==> src/rtl/edm_pulse_gen_pkg.sv <==
// ============================================================================
// Module  : edm_pulse_gen_pkg
// Brief   : Shared state encodings, waveform codes and helpers for EDM pulsing.
// Revision: 1.0 - initial release
// ============================================================================
`default_nettype none

package edm_pulse_gen_pkg;

  typedef enum logic [1:0] {
    ST_IDLE = 2'b00,
    ST_LOAD = 2'b01,
    ST_ON   = 2'b10,
    ST_OFF  = 2'b11
  } edm_state_t;

  localparam logic [1:0] c_WF_RECT = 2'b00;
  localparam logic [1:0] c_WF_SOFT = 2'b01;

  // Raises a Ton/Toff request to the configured minimum length.
  function automatic logic [15:0] clamp_units(input logic [15:0] data,
                                              input logic [15:0] min_t);
    return (data < min_t) ? min_t : data;
  endfunction

endpackage

`default_nettype wire

==> src/rtl/edm_pulse_gen_tick_timer.sv <==
// ============================================================================
// Module  : edm_pulse_gen_tick_timer
// Brief   : TICK_DIV prescaler plus 16-bit unit down-counter; done on last tick.
// Revision: 1.0 - initial release
// ============================================================================
`default_nettype none

module edm_pulse_gen_tick_timer #(
  parameter int unsigned TICK_DIV = 10
) (
  input  logic        clk,
  input  logic        rst_n,
  input  logic        en,
  input  logic        load,
  input  logic [15:0] len,
  output logic        done,
  output logic        unit_end,
  output logic        first_unit
);

  localparam int unsigned          c_TICK_W    = (TICK_DIV > 1) ? $clog2(TICK_DIV) : 1;
  localparam logic [c_TICK_W-1:0]  c_TICK_LAST = c_TICK_W'(TICK_DIV - 1);

  logic [c_TICK_W-1:0] r_tick;
  logic [15:0]         r_units;
  logic                r_first;

  // A load restarts the prescaler so every phase begins on a fresh unit.
  always_ff @(posedge clk or negedge rst_n) begin
    if (!rst_n) begin
      r_tick  <= '0;
      r_units <= '0;
      r_first <= 1'b0;
    end else if (load) begin
      r_tick  <= '0;
      r_units <= len - 16'd1;
      r_first <= 1'b1;
    end else if (en) begin
      if (unit_end) begin
        r_tick  <= '0;
        r_units <= r_units - 16'd1;
        r_first <= 1'b0;
      end else begin
        r_tick  <= r_tick + c_TICK_W'(1);
      end
    end
  end

  assign unit_end   = en && (r_tick == c_TICK_LAST);
  assign done       = unit_end && (r_units == 16'd0);
  assign first_unit = r_first;

endmodule

`default_nettype wire

==> src/rtl/edm_pulse_gen.sv <==
// ============================================================================
// Module  : edm_pulse_gen
// Brief   : EDM discharge pulse timing generator (IDLE/LOAD/ON/OFF) with
//           shadowed Ton/Toff/Ip/waveform. Optional macro EDM_PULSE_CNT_EN
//           turns feedback_data into a count of completed ON phases.
// Revision: 1.0 - initial release
// ============================================================================
`default_nettype none

module edm_pulse_gen
  import edm_pulse_gen_pkg::*;
#(
  parameter int unsigned TICK_DIV = 10,
  parameter int unsigned MIN_T    = 1
) (
  input  logic        clk,
  input  logic        rst_n,
  input  logic        machine_start,
  input  logic        machine_stop,
  input  logic [15:0] Ton_data,
  input  logic [15:0] Toff_data,
  input  logic [15:0] Ip_data,
  input  logic [15:0] waveform_data,
  output logic        pulse_out,
  output logic [15:0] ip_ref,
  output logic        running,
  output logic [15:0] feedback_data
);

  localparam logic [15:0] c_MIN_T = 16'(MIN_T);

  edm_state_t  r_state;
  edm_state_t  w_next_state;
  logic [15:0] r_ton_sh;
  logic [15:0] r_toff_sh;
  logic [15:0] r_ip_sh;
  logic [1:0]  r_wf_sh;
  logic        w_start_ok;
  logic        w_done;
  logic        w_unit_end;
  logic        w_first_unit;
  logic        w_tmr_en;
  logic        w_tmr_load;
  logic [15:0] w_tmr_len;
  logic        w_soft_win;
  logic [15:0] w_ip_next;
  logic        w_unused;

  assign w_unused   = ^waveform_data[15:2];
  assign w_start_ok = (r_state == ST_IDLE) && machine_start && !machine_stop;

  always_comb begin
    w_next_state = r_state;
    case (r_state)
      ST_IDLE: if (w_start_ok) w_next_state = ST_LOAD;
      ST_LOAD: w_next_state = ST_ON;
      ST_ON:   if (w_done) w_next_state = ST_OFF;
      ST_OFF:  if (w_done) w_next_state = ST_LOAD;
      default: w_next_state = ST_IDLE;
    endcase
    if (machine_stop) w_next_state = ST_IDLE;
  end

  always_ff @(posedge clk or negedge rst_n) begin
    if (!rst_n) r_state <= ST_IDLE;
    else        r_state <= w_next_state;
  end

  // Shadows update on the edge into LOAD, so they are stable for the LOAD cycle and the whole period.
  always_ff @(posedge clk or negedge rst_n) begin
    if (!rst_n) begin
      r_ton_sh  <= '0;
      r_toff_sh <= '0;
      r_ip_sh   <= '0;
      r_wf_sh   <= '0;
    end else if (w_next_state == ST_LOAD) begin
      r_ton_sh  <= clamp_units(Ton_data, c_MIN_T);
      r_toff_sh <= clamp_units(Toff_data, c_MIN_T);
      r_ip_sh   <= Ip_data;
      r_wf_sh   <= waveform_data[1:0];
    end
  end

  assign w_tmr_en   = (r_state == ST_ON) || (r_state == ST_OFF);
  assign w_tmr_load = (r_state == ST_LOAD) || ((r_state == ST_ON) && w_done);
  assign w_tmr_len  = (r_state == ST_LOAD) ? r_ton_sh : r_toff_sh;

  edm_pulse_gen_tick_timer #(
    .TICK_DIV (TICK_DIV)
  ) u_tick_timer (
    .clk        (clk),
    .rst_n      (rst_n),
    .en         (w_tmr_en),
    .load       (w_tmr_load),
    .len        (w_tmr_len),
    .done       (w_done),
    .unit_end   (w_unit_end),
    .first_unit (w_first_unit)
  );

  // Soft-start window covers the first TICK_DIV cycles of ON, looked at one cycle ahead.
  assign w_soft_win = (r_state == ST_LOAD) || (w_first_unit && !w_unit_end);

  always_comb begin
    w_ip_next = '0;
    if (w_next_state == ST_ON) begin
      case (r_wf_sh)
        c_WF_RECT: w_ip_next = r_ip_sh;
        c_WF_SOFT: w_ip_next = w_soft_win ? (r_ip_sh >> 1) : r_ip_sh;
        default:   w_ip_next = r_ip_sh;
      endcase
    end
  end

  always_ff @(posedge clk or negedge rst_n) begin
    if (!rst_n) begin
      pulse_out <= 1'b0;
      ip_ref    <= '0;
      running   <= 1'b0;
    end else begin
      pulse_out <= (w_next_state == ST_ON);
      ip_ref    <= w_ip_next;
      running   <= (w_next_state != ST_IDLE);
    end
  end

`ifdef EDM_PULSE_CNT_EN
  logic [15:0] r_on_count;

  always_ff @(posedge clk or negedge rst_n) begin
    if (!rst_n)
      r_on_count <= '0;
    else if (w_start_ok)
      r_on_count <= '0;
    else if ((r_state == ST_ON) && (w_next_state == ST_OFF))
      r_on_count <= r_on_count + 16'd1;
  end

  assign feedback_data = r_on_count;
`else
  logic [15:0] r_feedback;

  always_ff @(posedge clk or negedge rst_n) begin
    if (!rst_n)
      r_feedback <= '0;
    else
      r_feedback <= {13'd0, (w_next_state == ST_OFF), (w_next_state != ST_IDLE),
                     (w_next_state == ST_ON)};
  end

  assign feedback_data = r_feedback;
`endif

endmodule

`default_nettype wire

==> config.mk <==
export PLATFORM = sky130hd
export DESIGN_NAME = edm_pulse_gen
export DESIGN_NICKNAME = d
export VERILOG_FILES = /design/src/rtl/edm_pulse_gen_pkg.sv /design/src/rtl/edm_pulse_gen_tick_timer.sv /design/src/rtl/edm_pulse_gen.sv
export SDC_FILE = /design/constraint.sdc
export NUM_CORES = 1
export LEC_CHECK = 0
export BUFFER_PORTS_ARGS = -buffer_cell sky130_fd_sc_hd__buf_2
export CAP_MARGIN = 20
export CELL_PAD_IN_SITES_DETAIL_PLACEMENT = 0
export CELL_PAD_IN_SITES_GLOBAL_PLACEMENT = 1
export CORE_MARGIN = 2
export CORE_UTILIZATION = 47
export DETAILED_ROUTE_END_ITERATION = 6
export PLACE_DENSITY = 0.85
export RECOVER_POWER = 100
export SLEW_MARGIN = 20
export SYNTH_ARGS = -nofsm -noshare
export SYNTH_HDL_FRONTEND = slang
export SYNTH_HIERARCHICAL = 1
export SYNTH_SLANG_ARGS = --single-unit
==> constraint.sdc <==
create_clock -name clk -period 7.45 [get_ports clk]
set_input_delay 0.745 -clock clk [delete_from_list [all_inputs] [get_ports clk]]
set_output_delay 0.745 -clock clk [all_outputs]
set_load 0.1 [all_outputs]
==> impl_results.rst, run 1 <==
.. list-table::
   :header-rows: 1

   * - Metric
     - Value
   * - Result of the run
     - finished, violations left
   * - Violations in the final reports
     - max-capacitance violations, max-slew violations
   * - Worst-case hold slack
     - approximately 480 ps
   * - Leakage power
     - 2.27 nW
   * - Worst Setup SP
     - r_state[1]$_DFF_PN0_
   * - Clock Tree Buf Depth
     - 2
   * - Clock tree from TritonCTS
     - built
   * - Final design utilization
     - 53.5%
   * - Width of the chip
     - around 110 um
   * - Gp weighted congestion
     - ~0.85
   * - Final WL
     - between 10000 and 15000 um
   * - Worst EP arrival
     - between 5000 and 6000 ps
   * - Worst endpoint required time
     - ~7700 ps
   * - Worst min-delay path category
     - reg -> reg
   * - # Post-CTS Setup Buffers
     - 0
   * - Number of instances on the worst hold path
     - 2
   * - DRT antenna net count
     - 0
   * - Clk sinks
     - 92
   * - Largest net degree at the start of global routing
     - 56
   * - Stages on worst setup path
     - 13
   * - RSZ-0062 raised after global routing
     - false
   * - Post-route cell area
     - 5280 um2
   * - Area of the core
     - between 9000 and 10000 um2
   * - Drt wl/cell
     - 16.6 um
   * - Worst slew pin tran
     - around 2800 ps
   * - Global-route wire length before repair
     - between 15000 and 20000 um
   * - Number of rows in the core area
     - 36
   * - Worst setup EP type
     - flop
   * - Synthesized instance count
     - 406
   * - Highest-count cells in the layout ignoring fill and taps
     - sky130_fd_sc_hd__dfrtp_1, sky130_fd_sc_hd__mux2_2, sky130_fd_sc_hd__buf_2
   * - I/O pin count
     - about 100
   * - Post-detailed-placement cell area
     - roughly 5200 um2
   * - HPWL after detailed placement
     - 7220 um
   * - Leading cell type in the layout, fill and taps excluded
     - sky130_fd_sc_hd__dfrtp_1
   * - Clock Latency Late Sink
     - ~360 ps
   * - CP top delay family
     - simple AND/OR/NAND/NOR gates
   * - Placed instance count
     - about 600
   * - Post-placement worst setup slack
     - 2600 ps
   * - CP cell instances
     - nand4b_1 > nor3_1 > and4_1 > nand3b_1 > nand2b_1 > buf_4 > mux2i_1 > ha_1 > nand2b_1 > or4_1 > a2111oi_0 > xnor2_1 > mux2i_1
   * - Synthesized flop and latch total
     - 92
   * - Worst r2r src
     - r_state[1]$_DFF_PN0_
   * - Clock period minus worst slack
     - about 5200 ps
   * - Ratio of routed vias to standard cells
     - roughly 5.5
   * - Vias in the first global route
     - ~3400
   * - Max-slew headroom
     - -89.5%
   * - Final WS setup
     - roughly 2200 ps
   * - Largest vdd supply drop
     - 0.181 mV
   * - Critical Path Source Type
     - flop
   * - Startpoint-to-endpoint class of the critical path
     - reg -> reg
   * - DRT iter0 DRCs
     - 172
   * - Slowest stage delay, CP
     - 680 ps
   * - Number of enable-type register cells in the synthesized netlist
     - 0
   * - CTS Hold Buffers Added
     - 0
   * - Clock-pin slew on the worst setup and hold paths
     - roughly 90 ps
   * - Proportion of layout cells with a drive suffix above 1
     - ~28%
   * - R2R setup slack
     - between 2000 and 2500 ps
   * - Worst setup path end
     - u_tick_timer/r_units[14]$_DFFE_PN0P_
   * - Starting Density
     - about 50%
   * - Synth warnings
     - 6
   * - Number of maximum-capacitance constraint violations
     - 3
   * - Sum Neg Setup Slack
     - 0 ps
   * - Die Footprint
     - between 10000 and 15000 um2
   * - Largest fanout on the critical path
     - between 40 and 50
   * - Primary flip-flop cell chosen by synthesis mapping
     - sky130_fd_sc_hd__dfrtp_1
   * - Largest clock skew in the final design
     - between 10 and 15 ps
   * - Cells resized by post-CTS repair
     - 0
   * - Number of antenna violations at the first check in global routing
     - 0
   * - Total count of hold-check failures in the final report
     - 0
   * - Number of max-slew violations in the final report
     - ~150
   * - Final instance count without filler cells
     - 610
   * - Inserted Diodes
     - 0
   * - Worst path slowest cell
     - sky130_fd_sc_hd__nand4b_1
   * - Maximum achievable frequency
     - 191 MHz
   * - Post-route DRC violation count
     - 0
   * - GRT Residual Overflow
     - 0
   * - Maximum level of the CTS H-tree
     - 3
   * - Proportion of register bits with asynchronous set or reset after synthesis
     - 100%
   * - Worst r2r path cells
     - 13
   * - Pre-Repair DR Iteration Count
     - 5
   * - Synthesis-to-finish area growth
     - 9.56%
   * - Count of unique library cells instantiated by Yosys
     - between 60 and 70
   * - Final setup violation count
     - 0
   * - Area of the mapped netlist
     - 4820 um2
   * - Overall power consumption
     - 1.50 mW
   * - Fraction of the cycle the final worst path needs
     - between 70% and 80%
   * - Die Ht
     - roughly 110 um
   * - Total number of vias
     - 3326
   * - Sequential cell area fraction in the yosys report
     - 47.8%
   * - Post-synthesis area per instance
     - between 10 and 15 um2
   * - Total clock buffers created by CTS
     - 9
   * - Net count, final
     - between 500 and 600
   * - Crit path buffers/inverters
     - 1
   * - Overall global routing resource usage
     - 19.1%
   * - Cell at the root of the clock tree
     - sky130_fd_sc_hd__clkbuf_8
   * - Capturing point of the worst reg2reg path
     - u_tick_timer/r_units[14]$_DFFE_PN0P_
   * - Power density over the cells
     - between 200 and 300 nW/um2
   * - Count of port buffers added during placement
     - 74
## cells in the mapped netlist, types with 4 or more instances
cell type / number / area share [%]
sky130_fd_sc_hd__buf_4: 15 / 2.3
sky130_fd_sc_hd__o21ai_0: 8 / 0.83
sky130_fd_sc_hd__dfrtp_1: 92 / 48
sky130_fd_sc_hd__nor2_1: 33 / 2.6
sky130_fd_sc_hd__mux2_2: 58 / 14
sky130_fd_sc_hd__nor4_1: 10 / 1.3
sky130_fd_sc_hd__nand2b_1: 5 / 0.65
sky130_fd_sc_hd__nor3b_1: 6 / 0.94
sky130_fd_sc_hd__xor2_1: 11 / 2.0
sky130_fd_sc_hd__a21oi_1: 10 / 1.0
sky130_fd_sc_hd__buf_8: 5 / 1.6
sky130_fd_sc_hd__or3_1: 4 / 0.52
sky130_fd_sc_hd__nand3_1: 8 / 0.83
sky130_fd_sc_hd__nor3_1: 8 / 0.83
sky130_fd_sc_hd__mux2i_1: 29 / 6.0
sky130_fd_sc_hd__mux2_4: 6 / 1.9
sky130_fd_sc_hd__xnor2_1: 13 / 2.4
sky130_fd_sc_hd__clkbuf_1: 7 / 0.55
sky130_fd_sc_hd__nand2_1: 12 / 0.94
## registers in the layout, indices dropped and copies added (netlist names)
| signal | cells |
|---|---|
| feedback_data | 3 |
| r_toff_sh | 16 |
| u_tick_timer/r_tick | 4 |
| r_state | 2 |
| ip_ref | 16 |
| r_wf_sh | 2 |
| u_tick_timer/r_units | 16 |
| r_ip_sh | 16 |
| u_tick_timer/first_unit | 1 |
| r_ton_sh | 16 |
## worst min-delay path: cells and delay by family (launching register included)
kind	cells	cell delay, ps
DFF	1	350
and+or+nand+nor	2	100
## routing by layer
metal  part of all wire (%)  GRT usage, %  vias up  wire, um
met1                     45          25.8     1661      4600
met4                   0.94          4.19        0        95
met2                     49          31.8       96      4940
met5                      0             0        -         0
met3                    4.9          3.77        8       492
li1                       -             -     1561         -
## kinds of logic after synthesis
kind of cell	count (synthesis)	share of synthesized area [%]
DFF	92	47.8
adders and majority gates	3	0.780
other	1	0.0779
and+or+nand+nor	112	12.9
xor gates and xnor gates	24	4.36
muxes	93	21.5
AOI/OAI and AO/OA	43	6.78
buffers and inverters	38	5.85
## final cells by class
| cell class | instances | area (um2) |
|---|---|---|
| timing repair buffer | 77 | 358 |
| fill | 924 | 4590 |
| multi-input combinational | 288 | 2240 |
| clock inverter | 7 | 70.1 |
| sequential | 92 | 2300 |
| inverter | 4 | 15.0 |
| tap | 133 | 166 |
| clock buffer | 9 | 124 |
## worst min path at each step
| stage | endpoint | slack, ps | startpoint |
|---|---|---|---|
| 6_report | u_tick_timer/first_unit$_DFFE_PN0P_ | 480 | u_tick_timer/first_unit$_DFFE_PN0P_ |
| 5_1_grt | u_tick_timer/first_unit$_DFFE_PN0P_ | 520 | u_tick_timer/first_unit$_DFFE_PN0P_ |
| 4_1_cts | ip_ref[7]$_DFF_PN0_ | 360 | rst_n |
| 3_5_place_dp | u_tick_timer/first_unit$_DFFE_PN0P_ | 460 | u_tick_timer/first_unit$_DFFE_PN0P_ |
| 3_3_place_gp | u_tick_timer/first_unit$_DFFE_PN0P_ | 460 | u_tick_timer/first_unit$_DFFE_PN0P_ |
| 2_1_floorplan | u_tick_timer/first_unit$_DFFE_PN0P_ | 440 | u_tick_timer/first_unit$_DFFE_PN0P_ |
## power breakdown
group          internal, mW  switching (mW)
combinational         0.196           0.284
clock                 0.130           0.191
sequential            0.614          0.0900
Note: power is estimated with default switching activity, not from simulation.
==> run 2, diff against run 1 <==
- CORE_UTILIZATION: 47 -> 43
- PLACE_DENSITY: 0.85 -> 0.78
- clock period: 7.45 -> 5 ns (I/O delays scaled with it)
==> run 2 against run 1 <==
  * The flow still finishes with violations (max-capacitance violations, max-slew violations)
  * Routed wire length is 3.0% lower
  * Power rose by 47%
  * Clock-buffer cell count grew 3
  * Sequential power up 49%
  * Via count decreased by 2.1%
  * Clock power increased by 42%
  * Critical path type unchanged
  * Largest cell class unchanged
==> impl_results.rst, run 2 (synthesis results as in run 1) <==
.. list-table::
   :header-rows: 1

   * - Metric
     - Value
   * - Largest fanout on the critical path
     - 15
   * - CP cell instances
     - nand4b_1 > nor3_1 > and4_1 > nand3b_1 > nand2b_1 > mux2i_1 > ha_1 > nand2b_1 > or4_1 > a2111oi_2 > xnor2_1 > mux2i_1
   * - Power density over the cells
     - ~420 nW/um2
   * - Worst Setup SP
     - r_state[1]$_DFF_PN0_
   * - CP top delay family
     - simple AND/OR/NAND/NOR gates
   * - Most crowded layer after global routing
     - met2
   * - I/O pin count
     - about 100
   * - Leading cell type in the layout, fill and taps excluded
     - sky130_fd_sc_hd__dfrtp_1
   * - DRT iter0 DRCs
     - around 130
   * - Max-slew headroom
     - -66.0%
   * - Number of inserted filler cells in the final layout
     - about 1000
   * - Crit path buffers/inverters
     - 0
   * - Clock Latency Late Sink
     - ~360 ps
   * - Clock period minus worst slack
     - ~4300 ps
   * - Post-route DRC violation count
     - 0
   * - Largest vdd supply drop
     - 0.225 mV
   * - Worst path slowest cell
     - sky130_fd_sc_hd__dfrtp_1
   * - Gp weighted congestion
     - about 0.81
   * - HPWL after detailed placement
     - 7040 um
   * - Met2 track demand over resource
     - a little under 30%
   * - Inserted Diodes
     - 0
   * - Worst setup path end
     - u_tick_timer/r_units[14]$_DFFE_PN0P_
   * - Worst min-delay path category
     - in -> reg
   * - Worst setup EP type
     - flop
   * - Result of the run
     - finished, violations left
   * - Post-placement worst setup slack
     - roughly 830 ps
   * - R2R setup slack
     - around 700 ps
   * - Largest clock skew in the final design
     - roughly 4.9 ps
   * - Final setup violation count
     - 0
   * - Worst r2r path cells
     - 12
   * - Final instance count without filler cells
     - between 600 and 700
   * - Stages on worst setup path
     - 12
   * - Number of max-slew violations in the final report
     - 47
   * - Startpoint-to-endpoint class of the critical path
     - reg -> reg
   * - Highest-count cells in the layout ignoring fill and taps
     - sky130_fd_sc_hd__dfrtp_1, sky130_fd_sc_hd__mux2_2, sky130_fd_sc_hd__buf_2
   * - Maximum achievable frequency
     - 233 MHz
   * - Total clock buffers created by CTS
     - 9
   * - Ratio of routed vias to standard cells
     - between 5 and 6
   * - Violations in the final reports
     - max-capacitance violations, max-slew violations
   * - Number of rows in the core area
     - 38
   * - Number of antenna violations at the first check in global routing
     - 0
   * - Placed instance count
     - between 600 and 700
   * - Worst r2r src
     - r_state[1]$_DFF_PN0_
   * - Number of maximum-capacitance constraint violations
     - 1
   * - Clock tree from TritonCTS
     - built
   * - Largest net degree at the start of global routing
     - 53
   * - Critical Path Source Type
     - flop
   * - Global-route wire length before repair
     - 16000 um
   * - Met1 capacity usage during global routing
     - between 20% and 30%
   * - Final WS setup
     - about 700 ps
   * - Sum Neg Setup Slack
     - 0 ps
   * - Die Ht
     - roughly 110 um
   * - Cells resized by post-CTS repair
     - 0
   * - Clk sinks
     - between 90 and 100
   * - Post-detailed-placement cell area
     - ~5200 um2
   * - Net count, final
     - roughly 550
   * - Worst EP arrival
     - approximately 4500 ps
   * - RSZ-0062 raised after global routing
     - false
   * - Fraction of the cycle the final worst path needs
     - between 80 and 90%
   * - Drt wl/cell
     - 15.9 um
   * - Clock Tree Buf Depth
     - 2
   * - DRT antenna net count
     - 0
   * - Worst slew pin tran
     - about 2500 ps
   * - Vias in the first global route
     - around 3200
   * - CTS Hold Buffers Added
     - 0
   * - Width of the chip
     - about 110 um
   * - Die Footprint
     - about 12000 um2
   * - Slowest stage delay, CP
     - slightly below 600 ps
   * - # Post-CTS Setup Buffers
     - 0
   * - Maximum level of the CTS H-tree
     - 3
   * - Pre-Repair DR Iteration Count
     - 4
   * - Total number of vias
     - ~3300
   * - Area of the core
     - ~11000 um2
   * - Number of instances on the worst hold path
     - 2
   * - Cell at the root of the clock tree
     - sky130_fd_sc_hd__clkbuf_8
   * - Post-route cell area
     - between 5000 and 6000 um2
   * - Count of port buffers added during placement
     - 74
   * - Overall global routing resource usage
     - between 10% and 20%
   * - Total count of hold-check failures in the final report
     - 0
   * - Met3 usage in global routing
     - ~4%
   * - GRT Residual Overflow
     - 0
   * - Capturing point of the worst reg2reg path
     - u_tick_timer/r_units[14]$_DFFE_PN0P_
   * - Final design utilization
     - 48.6%
   * - Proportion of layout cells with a drive suffix above 1
     - between 20% and 30%
   * - Clock-pin slew on the worst setup and hold paths
     - approximately 80 ps
   * - Synthesis-to-finish area growth
     - 9.95%
   * - Leakage power
     - approximately 2.3 nW
   * - Worst endpoint required time
     - between 5000 and 6000 ps
   * - Starting Density
     - 44.2%
   * - Final WL
     - 9820 um
-- run 2: changes by cell type in the layout (fill, tap and decap cells not counted), moves of 2 or more --
cell                       before  now
sky130_fd_sc_hd__buf_4          1    3
sky130_fd_sc_hd__clkbuf_2       0    2
sky130_fd_sc_hd__clkinv_4       2    0
sky130_fd_sc_hd__clkbuf_8       9   11
-- run 2: power by group --
group	total (mW)	switching, mW	internal, mW
Clock	0.457	0.250	0.206
Sequential	1.05	0.132	0.915
Combinational	0.709	0.418	0.292
Total	2.21	0.800	1.41
-- run 2: cell type report --
cell class              count  area [um2]  area share [%]
clock inverters             3        21.3           0.402
clock buffers              12         155            2.93
well taps                 140         175            3.31
flip-flops and latches     92        2300            43.5
inverters                   4        15.0           0.284
multi-input cells         288        2250            42.4
repair buffers             80         379            7.16
-- run 2: per-stage QoR --
step / hold WS [ps] / power [mW]
final: 356 / 2.21
after global routing: 346 / 2.37
after CTS: 150 / 2.26
after detailed placement: 462 / 1.79
after global placement: 455 / 1.77
after floorplan: 204 / 1.64
-- run 2: worst min-delay path by stage --
stage | startpoint | end | slack [ps]
6_report | Ip_data[13] | r_ip_sh[13]$_DFFE_PN0N_ | 360
2_1_floorplan | rst_n | feedback_data[0]$_DFF_PN0_ | 200
3_5_place_dp | u_tick_timer/first_unit$_DFFE_PN0P_ | u_tick_timer/first_unit$_DFFE_PN0P_ | 460
3_3_place_gp | u_tick_timer/first_unit$_DFFE_PN0P_ | u_tick_timer/first_unit$_DFFE_PN0P_ | 450
5_1_grt | Ip_data[14] | r_ip_sh[14]$_DFFE_PN0N_ | 350
4_1_cts | rst_n | ip_ref[9]$_DFF_PN0_ | 150
-- run 2: routing by layer --
metal,vias to the layer above,part of all wire (%)
li1,1577,-
met1,1598,46
met2,76,48
met3,5,5.2
met4,0,0.81
met5,-,0
